`config.mk`:
```
export PLATFORM = sky130hd
export DESIGN_NAME = uart_rx_ctrl
export DESIGN_NICKNAME = d
export VERILOG_FILES = /design/src/rtl/uart_rx_pkg.sv /design/src/rtl/uart_rx_edge_bit_cnt.sv /design/src/rtl/uart_rx_ctrl.sv
export SDC_FILE = /design/constraint.sdc
export NUM_CORES = 1
export LEC_CHECK = 0
export CORE_MARGIN = 2
export CORE_UTILIZATION = 55
export CTS_BUF_LIST = sky130_fd_sc_hd__clkbuf_4
export DETAILED_ROUTE_END_ITERATION = 8
export GPL_TIMING_DRIVEN = 0
export PLACE_DENSITY_LB_ADDON = 0.12
export SETUP_SLACK_MARGIN = 0.1
export SLEW_MARGIN = 30
export SYNTH_ARGS = -nofsm -noshare
export SYNTH_HDL_FRONTEND = slang
export SYNTH_SLANG_ARGS = --single-unit
export TNS_END_PERCENT = 50
```
`constraint.sdc`:
```
create_clock -name CLK -period 4.9 [get_ports CLK]
set_input_delay 0.98 -clock CLK [delete_from_list [all_inputs] [get_ports CLK]]
set_output_delay 0.98 -clock CLK [all_outputs]
set_load 0.01 [all_outputs]
```
`src/rtl/uart_rx_pkg.sv`:
```
// Shared types and constants for the UART receive controller.
package uart_rx_pkg;

  typedef enum logic [2:0] {
    StIdle,
    StStart,
    StData,
    StParity,
    StStop,
    StDone
  } rx_state_e;

  // Bit index of the start bit within a frame.
  localparam int unsigned START_BIT_IDX = 0;

  // Offset past mid-bit where the oversampled value is considered stable.
  localparam int unsigned CHK_OFFSET = 2;

endpackage

```
`src/rtl/uart_rx_edge_bit_cnt.sv`:
```
// Oversample edge counter and bit counter for the UART receiver.
module uart_rx_edge_bit_cnt
  import uart_rx_pkg::*;
#(
  parameter int unsigned PRESCALE_WIDTH = 6,
  parameter int unsigned BIT_CNT_WIDTH  = 4
) (
  input  logic                      clk_i,
  input  logic                      rst_i,
  input  logic                      en_i,
  input  logic                      clr_i,
  input  logic [PRESCALE_WIDTH-1:0] prescale_i,
  output logic [PRESCALE_WIDTH-1:0] edge_cnt_o,
  output logic [BIT_CNT_WIDTH-1:0]  bit_cnt_o,
  output logic                      edge_last_o
);

  logic [PRESCALE_WIDTH-1:0] edge_q, edge_d;
  logic [BIT_CNT_WIDTH-1:0]  bit_q, bit_d;
  logic [PRESCALE_WIDTH-1:0] last;

  assign last        = prescale_i - PRESCALE_WIDTH'(1);
  assign edge_last_o = (edge_q == last);
  assign edge_cnt_o  = edge_q;
  assign bit_cnt_o   = bit_q;

  // Next count: clear wins over enable; edge wraps at LAST and advances the bit index.
  always_comb begin
    edge_d = edge_q;
    bit_d  = bit_q;
    if (clr_i) begin
      edge_d = '0;
      bit_d  = BIT_CNT_WIDTH'(START_BIT_IDX);
    end else if (en_i) begin
      if (edge_last_o) begin
        edge_d = '0;
        bit_d  = bit_q + BIT_CNT_WIDTH'(1);
      end else begin
        edge_d = edge_q + PRESCALE_WIDTH'(1);
      end
    end
  end

  // Counter registers with synchronous reset.
  always_ff @(posedge clk_i) begin
    if (rst_i) begin
      edge_q <= '0;
      bit_q  <= '0;
    end else begin
      edge_q <= edge_d;
      bit_q  <= bit_d;
    end
  end

endmodule

```
`src/rtl/uart_rx_ctrl.sv`:
```
// UART receive sequencer: start detection, bit-period stepping, checker strobes, frame verdict.
module uart_rx_ctrl
  import uart_rx_pkg::*;
#(
  parameter int unsigned DATA_WIDTH     = 8,
  parameter int unsigned PRESCALE_WIDTH = 6,
  parameter int unsigned BIT_CNT_WIDTH  = 4
) (
  input  logic                      CLK,
  input  logic                      RST,
  input  logic                      RX_IN,
  input  logic                      PAR_EN,
  input  logic [PRESCALE_WIDTH-1:0] Prescale,
  input  logic                      strt_glitch,
  input  logic                      par_err,
  input  logic                      stp_err,
  output logic [PRESCALE_WIDTH-1:0] edge_cnt,
  output logic [BIT_CNT_WIDTH-1:0]  bit_cnt,
  output logic                      dat_samp_en,
  output logic                      deser_en,
  output logic                      strt_chk_en,
  output logic                      par_chk_en,
  output logic                      stp_chk_en,
  output logic                      data_valid,
  output logic                      frame_err
);

  rx_state_e state_q, state_d;
  logic      par_en_q, par_en_d;
  logic      bad_q, bad_d;
  logic      cnt_en, cnt_clr, edge_last;
  logic      past_chk;
  logic [PRESCALE_WIDTH-1:0] chk;

  assign chk      = (Prescale >> 1) + PRESCALE_WIDTH'(CHK_OFFSET);
  assign past_chk = (edge_cnt >= chk);

  uart_rx_edge_bit_cnt #(
    .PRESCALE_WIDTH(PRESCALE_WIDTH),
    .BIT_CNT_WIDTH (BIT_CNT_WIDTH)
  ) u_cnt (
    .clk_i      (CLK),
    .rst_i      (RST),
    .en_i       (cnt_en),
    .clr_i      (cnt_clr),
    .prescale_i (Prescale),
    .edge_cnt_o (edge_cnt),
    .bit_cnt_o  (bit_cnt),
    .edge_last_o(edge_last)
  );

  // Next-state, counter control and strobe decode.
  always_comb begin
    state_d     = state_q;
    par_en_d    = par_en_q;
    bad_d       = bad_q;
    cnt_en      = 1'b0;
    cnt_clr     = 1'b0;
    dat_samp_en = 1'b0;
    deser_en    = 1'b0;
    strt_chk_en = 1'b0;
    par_chk_en  = 1'b0;
    stp_chk_en  = 1'b0;
    data_valid  = 1'b0;
    frame_err   = 1'b0;
    unique case (state_q)
      StIdle: begin
        cnt_clr = 1'b1;
        if (!RX_IN) begin
          state_d  = StStart;
          par_en_d = PAR_EN;
          bad_d    = 1'b0;
        end
      end
      StStart: begin
        cnt_en      = 1'b1;
        dat_samp_en = 1'b1;
        strt_chk_en = past_chk;
        if (edge_last) begin
          if (strt_glitch) begin
            state_d = StIdle;
            cnt_clr = 1'b1;
          end else begin
            state_d = StData;
          end
        end
      end
      StData: begin
        cnt_en      = 1'b1;
        dat_samp_en = 1'b1;
        deser_en    = (edge_cnt == chk);
        if (edge_last && (bit_cnt == BIT_CNT_WIDTH'(DATA_WIDTH))) begin
          state_d = par_en_q ? StParity : StStop;
        end
      end
      StParity: begin
        cnt_en      = 1'b1;
        dat_samp_en = 1'b1;
        par_chk_en  = past_chk;
        if (edge_last) begin
          state_d = StStop;
          if (par_err) bad_d = 1'b1;
        end
      end
      StStop: begin
        cnt_en      = 1'b1;
        dat_samp_en = 1'b1;
        stp_chk_en  = past_chk;
        if (edge_last) begin
          state_d = StDone;
          cnt_clr = 1'b1;
          if (stp_err) bad_d = 1'b1;
        end
      end
      StDone: begin
        cnt_clr    = 1'b1;
        data_valid = !bad_q;
        frame_err  = bad_q;
        bad_d      = 1'b0;
        // A low line here is the next start bit; skip IDLE for back-to-back frames.
        if (!RX_IN) begin
          state_d  = StStart;
          par_en_d = PAR_EN;
        end else begin
          state_d = StIdle;
        end
      end
      default: begin
        state_d = StIdle;
        cnt_clr = 1'b1;
      end
    endcase
  end

  // State, captured parity enable and sticky error flag.
  always_ff @(posedge CLK) begin
    if (RST) begin
      state_q  <= StIdle;
      par_en_q <= 1'b0;
      bad_q    <= 1'b0;
    end else begin
      state_q  <= state_d;
      par_en_q <= par_en_d;
      bad_q    <= bad_d;
    end
  end

endmodule

```
==> impl_table.tex <==
\begin{tabular}{lr}
\hline
Metric & Value \\
\hline
\multicolumn{2}{l}{\textbf{Synthesis}} \\
\quad Post-synthesis cell type with the largest combined area & sky130\_fd\_sc\_hd\_\_dfxtp\_1 \\
\quad Async S/R FF share, synth & 0 \\
\quad Number of synthesized flops with an enable pin & 0 \\
\quad Syn Nets & 184 \\
\quad Total standard cell area after synthesis & 1304 sq um \\
\quad Most area-consuming cells after synthesis & sky130\_fd\_sc\_hd\_\_dfxtp\_1 (23\%), sky130\_fd\_sc\_hd\_\_ha\_1 (12\%), sky130\_fd\_sc\_hd\_\_xnor2\_1 (6.7\%), sky130\_fd\_sc\_hd\_\_inv\_1 (3.7\%), sky130\_fd\_sc\_hd\_\_nand2b\_1 (3.4\%) \\
\quad Sequential-to-total area share from yosys stat & 0.2303 \\
\quad Synth Area in Adders & 0.1324 \\
\quad Seq cells post-synth & 15 \\
\quad Share of synthesized area spent on multiplexers & 0.02687 \\
\quad Yosys warnings & 0 \\
\quad Number of distinct library cell variants in the gate-level netlist after synthesis & 42 \\
\quad Complex-gate fraction of the synthesized area & 0.1651 \\
\quad Area share of the largest cell type after synthesis & 0.2303 \\
\quad Synthesized area divided by synthesized cell count & approximately 8.3 sq um \\
\quad Basic-gate share of the synthesized area counting and, or, nand and nor cells & 0.2879 \\
\quad Most instantiated flip-flop cell in the synthesis netlist & sky130\_fd\_sc\_hd\_\_dfxtp\_1 \\
\quad Largest family of logic cells by synthesized area & simple AND/OR/NAND/NOR gates \\
\quad Xor and xnor fraction of the mapped netlist area & 0.09405 \\
\quad Number of instances in the synthesized netlist & 158 \\
\multicolumn{2}{l}{\textbf{Clocking}} \\
\quad Post-CTS Repair Setup Buffers & 0 \\
\quad Post-CTS Hold Buffers & 0 \\
\quad CTS root buf & sky130\_fd\_sc\_hd\_\_clkbuf\_4 \\
\quad Number of CTS-inserted buffers & 3 \\
\quad Clock latency of the later-clocked register in the worst-skew pair & 0.28 ns \\
\quad TritonCTS clock tree & done \\
\quad Number of H-tree levels & 1 \\
\quad Number of clock sinks & 15 \\
\quad Clock tree buffer depth & 2 \\
\quad \# resized after CTS & 0 \\
\quad Clock Pin Slew Worst Setup and Hold Paths & approximately 0.080 ns \\
\multicolumn{2}{l}{\textbf{Global routing}} \\
\quad Met3 demand-to-capacity share in global routing & 0.03429 \\
\quad Most used routing layer in global routing & met2 \\
\quad Number of antenna violations at the first check in global routing & 0 \\
\quad Number of global-route vias before repair & approximately 1300 \\
\quad Met2 Track Usage GR & 0.4625 \\
\quad Global-route wire length before repair & 5.547 mm \\
\quad Global routing met1 resource utilization & 0.3322 \\
\quad Combined global-route utilization of all metal layers & 0.2641 \\
\quad Largest net degree at the start of global routing & 11 \\
\quad Remaining global-route overflow & 0 \\
\multicolumn{2}{l}{\textbf{Floorplan}} \\
\quad Core outline area & 2233 sq um \\
\quad Floorplan die height & 52.69 um \\
\quad Die outline area & 2776 sq um \\
\quad Overall die width & roughly 53 um \\
\quad Floorplan row count & 17 \\
\quad Top-level port count & 30 \\
\quad Initial Utilization & 0.5838 \\
\multicolumn{2}{l}{\textbf{STA}} \\
\quad Unrepaired setup endpoints after global routing & no \\
\quad Setup total negative slack & 0 ns \\
\quad Fraction of the cycle the final worst path needs & 0.8990 \\
\quad FMAX & 227.0 MHz \\
\quad Pins Over Slew Limit & 0 \\
\quad Final setup vio count & 0 \\
\quad Largest clock skew in the final design & 0.004231 ns \\
\quad Headroom to the max-slew limit & 0.5675 \\
\quad Hold violation count in the final report & 0 \\
\quad Tightest Pin Transition & 0.6488 ns \\
\quad Final min period & between 4 and 5 ns \\
\multicolumn{2}{l}{\textbf{Setup path}} \\
\quad Worst R2R Setup Slack & 2.47 ns \\
\quad Critical Path Fanout Max & 6 \\
\quad Cell family with the largest share of critical-path delay & buffers and inverters \\
\quad Combined buffer and inverter count along the critical path & 2 \\
\quad Crit-path cells & clkdlybuf4s50\_1 > ha\_1 > xnor2\_1 > ha\_1 > a21oi\_1 > nor2b\_1 > o21ai\_0 > o211ai\_1 > and3\_1 > clkdlybuf4s50\_1 \\
\quad WP data required & roughly 4 ns \\
\quad Slowest CP cell & sky130\_fd\_sc\_hd\_\_clkdlybuf4s50\_1 \\
\quad Worst setup path class & in2out \\
\quad Kind of launch point of the worst setup path & input port \\
\quad Critical Path Sink Type & primary output \\
\quad Arrival @ worst endpoint & 3.42 ns \\
\quad CP max stage delay & 0.54 ns \\
\multicolumn{2}{l}{\textbf{Detailed routing}} \\
\quad Routed wire length & 3.268 mm \\
\quad Via count & between 1000 and 1500 \\
\quad DRC violation total after the first TritonRoute iteration & 22 \\
\quad Number of detailed-routing iterations run before antenna repair & 4 \\
\quad Remaining antenna violation count & 0 \\
\quad Number of vias per cell & 5.853 \\
\quad Final routed wire length divided by cell count & 15.06 um \\
\quad \# DRC & 0 \\
\multicolumn{2}{l}{\textbf{Placement}} \\
\quad Final weighted congestion in routability-driven placement & 0.8410 \\
\quad HPWL after detailed placement & approximately 2.5 mm \\
\quad Number of port buffers & 27 \\
\multicolumn{2}{l}{\textbf{Layout}} \\
\quad Commonest cells after routing, fill and taps aside & sky130\_fd\_sc\_hd\_\_clkdlybuf4s50\_1 (27), sky130\_fd\_sc\_hd\_\_dfxtp\_1 (15), sky130\_fd\_sc\_hd\_\_inv\_1 (13), sky130\_fd\_sc\_hd\_\_ha\_1 (13), sky130\_fd\_sc\_hd\_\_nor2\_1 (11) \\
\quad Ratio of cells with drive above 1 in the final layout & 0.06878 \\
\quad Post-layout util & 0.7339 \\
\quad Commonest non-fill, non-tap cell in the layout & sky130\_fd\_sc\_hd\_\_clkdlybuf4s50\_1 \\
\quad ANT cells & 0 \\
\quad Net total in the final layout & 216 \\
\quad Fill cell count & 183 \\
\quad Relative area change from synthesis to final layout & 25.72\% \\
\multicolumn{2}{l}{\textbf{Worst hold path}} \\
\quad Hold Path Class & reg2reg \\
\multicolumn{2}{l}{\textbf{Pwr}} \\
\quad Power density relative to cell area & slightly above 200 nW/um\^{}2 \\
\quad Peak supply drop & 0.0001496 V \\
\quad Leakage power summed over all cells & approximately 0.62 nW \\
\multicolumn{2}{l}{\textbf{Outcome}} \\
\quad Status & finished, final reports clean \\
\multicolumn{2}{l}{\textbf{Run}} \\
\quad Count of maximum capacitance violations & 0 \\
\hline
\end{tabular}
synthesized netlist by cell type (4+ instances only):
| cell type | count |
|---|---|
| sky130_fd_sc_hd__ha_1 | 13 |
| sky130_fd_sc_hd__nand2_1 | 7 |
| sky130_fd_sc_hd__dfxtp_1 | 15 |
| sky130_fd_sc_hd__nor2_1 | 11 |
| sky130_fd_sc_hd__nor3_1 | 8 |
| sky130_fd_sc_hd__and3_1 | 6 |
| sky130_fd_sc_hd__a21oi_1 | 6 |
| sky130_fd_sc_hd__nand2b_1 | 7 |
| sky130_fd_sc_hd__nand3_1 | 5 |
| sky130_fd_sc_hd__xor2_1 | 4 |
| sky130_fd_sc_hd__inv_1 | 13 |
| sky130_fd_sc_hd__nand3b_1 | 4 |
| sky130_fd_sc_hd__nand4_1 | 5 |
| sky130_fd_sc_hd__xnor2_1 | 10 |
| sky130_fd_sc_hd__clkbuf_1 | 6 |
registers in the layout, indices dropped and copies added, names as in the netlist:
| register | cells |
|---|---|
| u_cnt.edge_cnt_o | 6 |
| u_cnt.bit_cnt_o | 4 |
| state_q | 3 |
| bad_q | 1 |
| par_en_q | 1 |
cells by family after synthesis:
| kind of cell | after synthesis |
|---|---|
| compound gates | 26 |
| xor+xnor | 14 |
| fa+ha+maj | 14 |
| buf+inv | 21 |
| flops | 15 |
| mux | 3 |
| simple gates | 65 |
per-layer routing:
layer	wire [um]	vias to the layer above
met3	215	8
li1	-	624
met2	1640	46
met4	53	0
met1	1358	592
met5	0	-
final cells by class:
cell class              count  area, sq um  share of cell area
multi-input cells         122        920.9              0.5618
flip-flops and latches     15        300.3              0.1832
repair buffers             27        270.3              0.1649
inverters                  13        48.80             0.02977
well taps                  28        35.03             0.02137
plain buffers               8        33.78             0.02061
clock buffers               4        30.03             0.01832
worst paths after layout:
| check | from | to | cells after the start |
|---|---|---|---|
| setup / recovery | Prescale[2] | stp_chk_en | 10 |
| hold / removal | u_cnt.bit_cnt_o[0]$_SDFFE_PP0P_ | u_cnt.bit_cnt_o[0]$_SDFFE_PP0P_ | 2 |
| setup reg to reg | u_cnt.edge_cnt_o[5]$_SDFFE_PP0N_ | state_q[2]$_SDFFE_PP0P_ | 5 |
| hold reg to reg | u_cnt.bit_cnt_o[0]$_SDFFE_PP0P_ | u_cnt.bit_cnt_o[0]$_SDFFE_PP0P_ | 2 |
metrics by stage:
stage	std cells	power, mW	hold WS, ns	cell area [sq um]	setup slack (ns)
2_1_floorplan	158	0.2188	0.5018	1304	1.615
3_3_place_gp	213	0.2531	0.5299	1609	0.5846
3_5_place_dp	213	0.2605	0.5368	1609	0.5005
4_1_cts	217	0.3361	0.5629	1639	0.4937
5_1_grt	217	0.3540	0.6240	1639	0.3609
6_report	217	0.3341	0.5650	1639	0.4951
worst reg2reg max path: stages, from the launching register on:
cell and delay, ns:
sky130_fd_sc_hd__dfxtp_1 0.44, sky130_fd_sc_hd__xnor2_1 0.14, sky130_fd_sc_hd__or4_4 0.44, sky130_fd_sc_hd__a2111oi_4 0.67, sky130_fd_sc_hd__a31oi_2 0.28, sky130_fd_sc_hd__mux2_4 0.35
power breakdown:
part,leakage (nW),switching (mW),internal (mW)
clock network,0.0184,0.0381,0.0371
logic,0.481,0.0688,0.0556
registers,0.121,0.00698,0.128
Note: power is estimated with default switching activity, not from simulation.
